`config.mk`:
```
export PLATFORM = sky130hd
export DESIGN_NAME = demux_scan_ctrl
export DESIGN_NICKNAME = d
export VERILOG_FILES = /design/src/rtl/demux_scan_ctrl.sv
export SDC_FILE = /design/constraint.sdc
export NUM_CORES = 1
export LEC_CHECK = 0
export BUFFER_PORTS_ARGS = -buffer_cell sky130_fd_sc_hd__buf_2
export CAP_MARGIN = 20
export CORE_MARGIN = 3
export CORE_UTILIZATION = 40
export CTS_BUF_LIST = sky130_fd_sc_hd__clkbuf_4 sky130_fd_sc_hd__clkbuf_8
export CTS_CLUSTER_SIZE = 12
export DETAILED_ROUTE_END_ITERATION = 7
export HOLD_SLACK_MARGIN = 0.08
export PLACE_DENSITY_LB_ADDON = 0.1
export SLEW_MARGIN = 20
export SYNTH_ARGS = -nofsm -noshare
export SYNTH_HDL_FRONTEND = slang
export SYNTH_SLANG_ARGS = --single-unit
export TNS_END_PERCENT = 30
```
`constraint.sdc`:
```
create_clock -name clk -period 4.49 [get_ports clk]
set_clock_uncertainty 0.1 [all_clocks]
set_input_delay 0.449 -clock clk [delete_from_list [all_inputs] [get_ports clk]]
set_output_delay 0.449 -clock clk [all_outputs]
set_load 0.02 [all_outputs]
```
`src/rtl/demux_scan_ctrl.sv`:
```
// Scan controller feeding a 1:8 demux: steps through enabled channels in
// ascending order, dwells a programmable number of cycles on each, and gates
// the serial data so it only reaches the demux while a channel is stably selected.
module demux_scan_ctrl #(
    parameter int unsigned DWELL_W = 8
) (
    input  logic               clk,
    input  logic               rst_n,
    input  logic               start,
    input  logic               stop,
    input  logic               mode,
    input  logic [7:0]         en_mask,
    input  logic [DWELL_W-1:0] dwell,
    input  logic               data_in,
    output logic               d,
    output logic               s2,
    output logic               s1,
    output logic               s0,
    output logic               busy,
    output logic               done
);

    localparam int unsigned CH_N  = 8;
    localparam int unsigned SEL_W = 3;
    localparam int unsigned PTR_W = 4;   // 0..8, where 8 means "past the last channel"

    typedef enum logic [1:0] {
        IDLE  = 2'd0,
        SEEK  = 2'd1,
        DWELL = 2'd2,
        DONE  = 2'd3
    } state_t;

    state_t             state_q, state_nxt;
    logic [CH_N-1:0]    mask_q, mask_nxt;
    logic [DWELL_W-1:0] dwell_q, dwell_nxt;
    logic               mode_q, mode_nxt;
    logic [PTR_W-1:0]   ptr_q, ptr_nxt;
    logic [DWELL_W-1:0] cnt_q, cnt_nxt;
    logic [SEL_W-1:0]   sel_q, sel_nxt;
    logic               busy_q, busy_nxt;
    logic               done_q, done_nxt;

    logic [PTR_W-1:0]   hit_fwd;   // {found, index} searching from ptr_q upward
    logic [PTR_W-1:0]   hit_wrap;  // {found, index} searching from channel 0
    logic [DWELL_W-1:0] dwell_eff;

    // Lowest enabled channel with index >= p; MSB of the result flags a hit.
    function automatic logic [PTR_W-1:0] lowest_from(input logic [CH_N-1:0] m,
                                                     input logic [PTR_W-1:0] p);
        logic [PTR_W-1:0] r;
        r = '0;
        for (int i = int'(CH_N) - 1; i >= 0; i--) begin
            if (m[i] && (PTR_W'(i) >= p)) begin
                r = {1'b1, SEL_W'(i)};
            end
        end
        return r;
    endfunction

    assign hit_fwd   = lowest_from(mask_q, ptr_q);
    assign hit_wrap  = lowest_from(mask_q, '0);
    assign dwell_eff = (dwell == '0) ? DWELL_W'(1) : dwell;

    // State register.
    always_ff @(posedge clk or negedge rst_n) begin
        if (!rst_n) begin
            state_q <= IDLE;
        end else begin
            state_q <= state_nxt;
        end
    end

    // Next-state decode; stop always wins over start.
    always_comb begin
        state_nxt = state_q;
        case (state_q)
            IDLE: begin
                if (start && !stop && (en_mask != '0)) begin
                    state_nxt = SEEK;
                end
            end
            SEEK: begin
                if (stop) begin
                    state_nxt = IDLE;
                end else if (hit_fwd[PTR_W-1] || mode_q) begin
                    state_nxt = DWELL;
                end else begin
                    state_nxt = DONE;
                end
            end
            DWELL: begin
                if (stop) begin
                    state_nxt = IDLE;
                end else if (cnt_q == DWELL_W'(1)) begin
                    state_nxt = SEEK;
                end
            end
            DONE:    state_nxt = IDLE;
            default: state_nxt = IDLE;
        endcase
    end

    // Next values of the datapath and registered outputs.
    always_comb begin
        mask_nxt  = mask_q;
        dwell_nxt = dwell_q;
        mode_nxt  = mode_q;
        ptr_nxt   = ptr_q;
        cnt_nxt   = cnt_q;
        sel_nxt   = sel_q;
        case (state_q)
            IDLE: begin
                if (state_nxt == SEEK) begin
                    mask_nxt  = en_mask;
                    dwell_nxt = dwell_eff;
                    mode_nxt  = mode;
                    ptr_nxt   = '0;
                end
            end
            SEEK: begin
                if (state_nxt == DWELL) begin
                    sel_nxt = hit_fwd[PTR_W-1] ? hit_fwd[SEL_W-1:0] : hit_wrap[SEL_W-1:0];
                    cnt_nxt = dwell_q;
                end
            end
            DWELL: begin
                cnt_nxt = cnt_q - DWELL_W'(1);
                if (state_nxt == SEEK) begin
                    ptr_nxt = PTR_W'(sel_q) + PTR_W'(1);
                end
            end
            default: ;
        endcase
        if ((state_nxt == IDLE) || (state_nxt == DONE)) begin
            sel_nxt = '0;
        end
        busy_nxt = (state_nxt == SEEK) || (state_nxt == DWELL);
        done_nxt = (state_nxt == DONE);
    end

    // Datapath and output registers.
    always_ff @(posedge clk or negedge rst_n) begin
        if (!rst_n) begin
            mask_q  <= '0;
            dwell_q <= '0;
            mode_q  <= 1'b0;
            ptr_q   <= '0;
            cnt_q   <= '0;
            sel_q   <= '0;
            busy_q  <= 1'b0;
            done_q  <= 1'b0;
        end else begin
            mask_q  <= mask_nxt;
            dwell_q <= dwell_nxt;
            mode_q  <= mode_nxt;
            ptr_q   <= ptr_nxt;
            cnt_q   <= cnt_nxt;
            sel_q   <= sel_nxt;
            busy_q  <= busy_nxt;
            done_q  <= done_nxt;
        end
    end

    assign {s2, s1, s0} = sel_q;
    assign busy         = busy_q;
    assign done         = done_q;
    // Data only passes while a channel is stably selected.
    assign d            = data_in & (state_q == DWELL);

endmodule
```
# Word-level counts from Yosys, hierarchy flattened

Cells that the tools add are included.

Bits in registers: 36
Bits in latches: 0
RAM bits: 0
Memory bits (read-only): 0
Input port bits: 22
Logic and storage cells: 88
Memories: 0

$add $sub $neg: 2
$mul: 0
Divide/modulo/power cells: 0
$lt $le $gt $ge: 8
Equality and inequality tests: 10
Shifts and indexed selects: 0
Multiplexer cells: 32
Bitwise logic cells: 1
Reductions and logical operators: 26

Operators with widths:

| cell                                                                               | number |
|---|---|
| 4-bit 2-to-1 mux                                                                   | 10 |
| 3-bit 2-to-1 mux                                                                   | 12 |
| 3-bit by 4-bit greater-or-equal comparator with 1-bit output, first input constant | 4 |
| 8-bit 2-to-1 mux                                                                   | 2 |
| 8-bit case mux with 2 select lines                                                 | 1 |
| 1-bit logical AND                                                                  | 10 |
| 2-bit == test, second input constant                                               | 4 |
| 8-bit by 1-bit == test with 1-bit output, second input constant                    | 1 |
| 1-bit by 4-bit greater-or-equal comparator with 1-bit output, first input constant | 2 |
| 2-bit by 4-bit greater-or-equal comparator with 1-bit output, first input constant | 2 |
| 8-bit logical NOT                                                                  | 1 |
| 2-bit 2-to-1 mux                                                                   | 4 |
| 2-bit case mux with 4 select lines                                                 | 1 |
| 4-bit case mux with 2 select lines                                                 | 1 |
| 2-bit nonzero test                                                                 | 4 |
| 8-bit nonzero test                                                                 | 1 |
| 8-bit by 1-bit subtractor with 8-bit output, second input constant                 | 1 |
| 2-bit != test, second input constant                                               | 3 |
| 2-bit AND reduction                                                                | 3 |
| 3-bit by 1-bit adder with 4-bit output, second input constant                      | 1 |
| 2-bit by 1-bit == test with 1-bit output, second input constant                    | 2 |
| 2-bit logical NOT                                                                  | 2 |
| 1-bit logical OR                                                                   | 3 |
| 3-bit AND reduction                                                                | 1 |
| 3 further kinds                                                                    | 3 |

# Depth between registers and ports, before layout

Depth after elaboration: 18
Gate-level depth with buffers: 13
Depth with buffers taken out: 12

# Worst setup path after synthesis

No wires, ideal clock.

Path type: reg-to-reg
Start: register mask_q[4]
End: register dwell_q[1]
Arrival: 2300 ps
Setup slack: 1965 ps
Stages on the path, launching flop included: 12
Cells stage by stage: dfrtp_1 a21boi_0 o211ai_1 o21ai_1 nor4_1 o21a_1 ha_1 nand2b_1 buf_2 nor2_1 buf_2 mux2_2

Cells in the longest elaborated chain, start to end: 12

Ends and longest elaborated chain:

| what                                     | RTL line | source |
|---|---|---|
| from (decl)                              | 35       | `logic [CH_N-1:0] mask_q, mask_nxt;` |
| from (signal assigned)                   | 154      | `mask_q <= mask_nxt;` |
| 1-bit logical AND                        | 54       | `if (m[i] && (PTR_W'(i) >= p)) begin` |
| 4-bit 2-to-1 mux (5 in a row)            | 54       |  |
| 1-bit logical OR                         | 86       | `end else if (hit_fwd[PTR_W-1] \|\| mode_q) begin` |
| 1-bit 2-to-1 mux                         | 86       |  |
| 2-bit 2-to-1 mux                         | 84       | `if (stop) begin` |
| 2-bit case mux with 4 select lines       | 77       | `case (state_q)` |
| net state_nxt[0]                         | 34       | `state_t state_q, state_nxt;` |
| 2-bit by 1-bit == test with 1-bit output | 114      | `if (state_nxt == SEEK) begin` |
| 2-bit AND reduction (no source line)     | -        |  |
| to (signal assigned)                     | 155      | `dwell_q <= dwell_nxt;` |
| to (decl)                                | 36       | `logic [DWELL_W-1:0] dwell_q, dwell_nxt;` |

The timed path passes the listed nets, and every way through them passes these cells.
A chain may end at the register's enable or synchronous reset.

# Final worst setup path

Start: register ptr_q[2]
End: register dwell_q[6]

Cells in the longest elaborated chain, start to end: 16
Elaborated cells on any way between the ends: 30
Classes of those cells: order compare: 8; eq/ne: 1; mux: 11; reduce/logical: 10

Ends and longest elaborated chain:

| what                                                         | RTL line | source |
|---|---|---|
| from (decl)                                                  | 38       | `logic [PTR_W-1:0] ptr_q, ptr_nxt;` |
| from (signal assigned)                                       | 157      | `ptr_q <= ptr_nxt;` |
| 3-bit by 4-bit greater-or-equal comparator with 1-bit output | 54       |  |
| 1-bit logical AND                                            | 54       |  |
| 4-bit 2-to-1 mux (7 in a row)                                | 54       |  |
| 4-bit 2-to-1 mux (*)                                         | 54       |  |
| 1-bit logical OR (*)                                         | 86       |  |
| 1-bit 2-to-1 mux (*)                                         | 86       |  |
| 2-bit 2-to-1 mux (*)                                         | 84       |  |
| 2-bit case mux with 4 select lines (*)                       | 77       |  |
| net state_nxt[0]                                             | 34       |  |
| 2-bit by 1-bit == test with 1-bit output (*)                 | 114      |  |
| 2-bit AND reduction (no source line) (*)                     | -        |  |

Mark *: on every way through the listed nets, which the timed path passes. The rest lies on a longest branch.

==> impl_metrics.yaml <==
synth:
  yosys_most_used_dff: "dfrtp_1"
  yosys.area.top_type: "dfrtp_1"
  yosysTopAreaCellShare_pct: 46.9
  ys_warn_count: 0
  avgSynthCellArea_um2: 9.79
  synth_seq_area_share_pct: 46.9
  yosysUniqueCellTypes: 46
  synth_nets: 225
  synth_area_leaders: "dfrtp_1, mux2_2, nand2_1"
  syn_area_mm2: 0.00192
  synth-edff-count: 0
  synthesis.instances: 196
  synthArstFlopShare_pct: 100
  ys_seq_elements: 36
setup_path:
  crit_chain: "a21boi_0, o211ai_1, o21ai_1, nor4_1, o21a_1, ha_1, nand2b_1, nor2_1, buf_4, mux2_2"
  worst-r2r-setup-slack_ns: 1.46
  crit_slowest_cell: "dfrtp_1"
  crit_path_start_kind: "flip-flop"
  rr_startpoint: "ptr_q[2]$_DFFE_PN0P_"
  r2r_cells: 10
  r2r-end: "dwell_q[6]$_DFFE_PN0P_"
  cp_max_fo: 20
  worst-endpoint-required_ns: 4.57
  crit_type: "reg -> reg"
  crit_path_max_incr_delay_ns: 0.51
  critPathArrivalTime_ns: 3.10
  crit_path_end_kind: "flip-flop"
hold_path:
  hp-class: "in -> async"
grt:
  grt_max_degree: 37
  grt_pass1_wl_mm: 7.05
  grt_antenna_before_repair: 0
  grt_usage_pct: 16.7
  grt_pass1_vias: 1493
  gr-total-overflow: 0
pwr:
  p_per_area_mw_per_mm2: 569
  irDropWorstVdd_uv: 220
  leakage_nw: 0.970
routing:
  dr.pass1.iters: 4
  drc: 0
  avgRoutedWirePerCell_um: 15.2
  vias: 1567
  viasPerCell: 5.62
  wirelength_mm: 4.25
  drtIter0Drc: 126
  ant_nets: 0
clock_tree:
  htree_levels: 2
  cts-root-buf: "clkbuf_8"
  cts_resized: 0
  clkSinkCount: 36
  cts.reportedPaths.clkPinSlew_ns: 0.08
  cts.hold.buffers_added: 0
  clkLatencyLatePin_ns: 0.29
  cts_inserted_buffers: 5
  cts_tree: "done"
  clk_path_buf_depth: 2
  post_cts_buffers: 0
timing:
  tightest_slew_ns: 0.791
  slew_headroom_pct: 47.3
  rsz0062_at_grt: "false"
  hold_viol_final: 0
  max_clock_freq_mhz: 330
  final_max_slew_viol_count: 0
  finalCriticalPeriod_ns: 3.03
  layout_setup_ws_ns: 1.46
  finalSetupViolations: 0
  finalCritPeriodShare_pct: 67.4
  hold_ws_ns: 0.139
  tns_ns: 0
floorplanning:
  coreArea_mm2: 0.00450
  start_util_pct: 42.6
  dieArea_mm2: 0.00567
  die_height_um: 75.3
  num_rows: 24
  io_pins: 28
  fp.dieW_um: 75.3
placed_design:
  gp_congestion: 0.950
  dp_slack_ns: 1.55
  place_inst: 271
  hpwl_mm: 3.14
  port_buffers: 27
layout:
  multi_input_area_um2: 972
  nNetsFinal: 255
  drive_above_1_share_pct: 25.6
  areaGrowthSynthToFinish_pct: 15.4
  post-route-util_pct: 49.2
  seq_area_um2: 901
  fillers: 430
  antenna_cells: 0
  final_cells: 279
run:
  maxCapViolations: 0
status:
  status: "finished clean"
synth_stat cells (all sizes together), types with 2 or more instances:
library cell  count
o211ai            4
nor2             19
nor3              4
ha                7
o21ai            16
or4               2
mux2             14
nand2b            5
inv               6
a21boi            3
o21a              2
nor4              5
nand3             7
buf               4
nand4             2
nor2b             3
dfrtp            36
a21oi            10
mux2i             2
nand2            24
layout make-up:
class | instances | share of cell area (%)
Timing Repair Buffer | 28 | 6.44
Tap cell | 52 | 2.94
Inverter | 6 | 1.02
Sequential cell | 36 | 40.7
Clock buffer | 5 | 3.11
Multi-Input combinational cell | 149 | 43.9
Clock inverter | 3 | 1.92
sequential cells by signal, summed over array words and instances (netlist names):
name	count
busy	1
cnt_q	8
done	1
dwell_q	8
mask_q	8
mode_q	1
ptr_q	4
sel_q	3
state_q	2
power by group:
group / switching (W) / internal (W) / total, W
Clock: 0.000123 / 0.000164 / 0.000287
Combinational: 0.000201 / 0.000191 / 0.000392
Sequential: 0.000133 / 0.000449 / 0.000582
Total: 0.000457 / 0.000804 / 0.00126
worst max path at each step:
stage,to,startpoint,slack (ns),depth (start not counted)
global placement,sel_q[0]$_DFFE_PN0P_,en_mask[5],1.63,11
floorplan,dwell_q[1]$_DFFE_PN0P_,mask_q[4]$_DFFE_PN0P_,1.96,11
detailed placement,mask_q[2]$_DFFE_PN0P_,ptr_q[2]$_DFFE_PN0P_,1.55,10
finish,dwell_q[6]$_DFFE_PN0P_,ptr_q[2]$_DFFE_PN0P_,1.46,10
global route,dwell_q[7]$_DFFE_PN0P_,ptr_q[2]$_DFFE_PN0P_,1.25,10
CTS,dwell_q[6]$_DFFE_PN0P_,ptr_q[2]$_DFFE_PN0P_,1.51,10
through the flow:
stage	instance area (µm²)	power (W)
3_3_place_gp	2100	0.000963
5_1_grt	2210	0.00136
4_1_cts	2210	0.00127
2_1_floorplan	1920	0.000855
3_5_place_dp	2100	0.000978
6_report	2210	0.00126
layout by cell type, fill, tap and decap left out, types with 2 or more instances in the layout:
cell       n
inv_1      6
nor2_1    18
buf_2     27
nand3_1    7
o21ai_1    2
nand4_1    2
o21a_1     2
clkbuf_8   5
mux2_2    14
a21oi_1   10
nand2b_1   4
dfrtp_1   36
mux2i_1    2
nor3_1     3
nand2_1   24
nor4_1     5
nor2b_1    3
o211ai_1   4
a21boi_0   3
ha_1       7
o21ai_0   14
cell families (layout without fill, tap and decap cells):
kind of cell / count (synthesis) / after routing / share of synthesized area (%)
muxes: 16 / 16 / 9.26
and+or+nand+nor: 77 / 77 / 20.3
adders and majority gates: 7 / 7 / 4.56
AOI/OAI and AO/OA: 48 / 48 / 16.0
DFF: 36 / 36 / 46.9
xor gates and xnor gates: 1 / 1 / 0.456
buffers and inverters: 11 / 42 / 2.41
worst max-delay path: cells and delay by family (launching register included):
kind	cells	cell delay, ns
AOI/OAI and AO/OA	4	0.81
and+or+nand+nor	3	0.69
DFF	1	0.51
muxes	1	0.36
buffers and inverters	1	0.27
adders and majority gates	1	0.17
per-layer routing:
layer  vias up  global-route usage (%)  wire (µm)
met5         -                       0          0
met4         0                    5.83         57
met3         8                    4.14        225
met2        48                    24.3       1860
met1       745                    24.2       2100
li1        766                       -          -
Power figures use the tool's default switching activity.
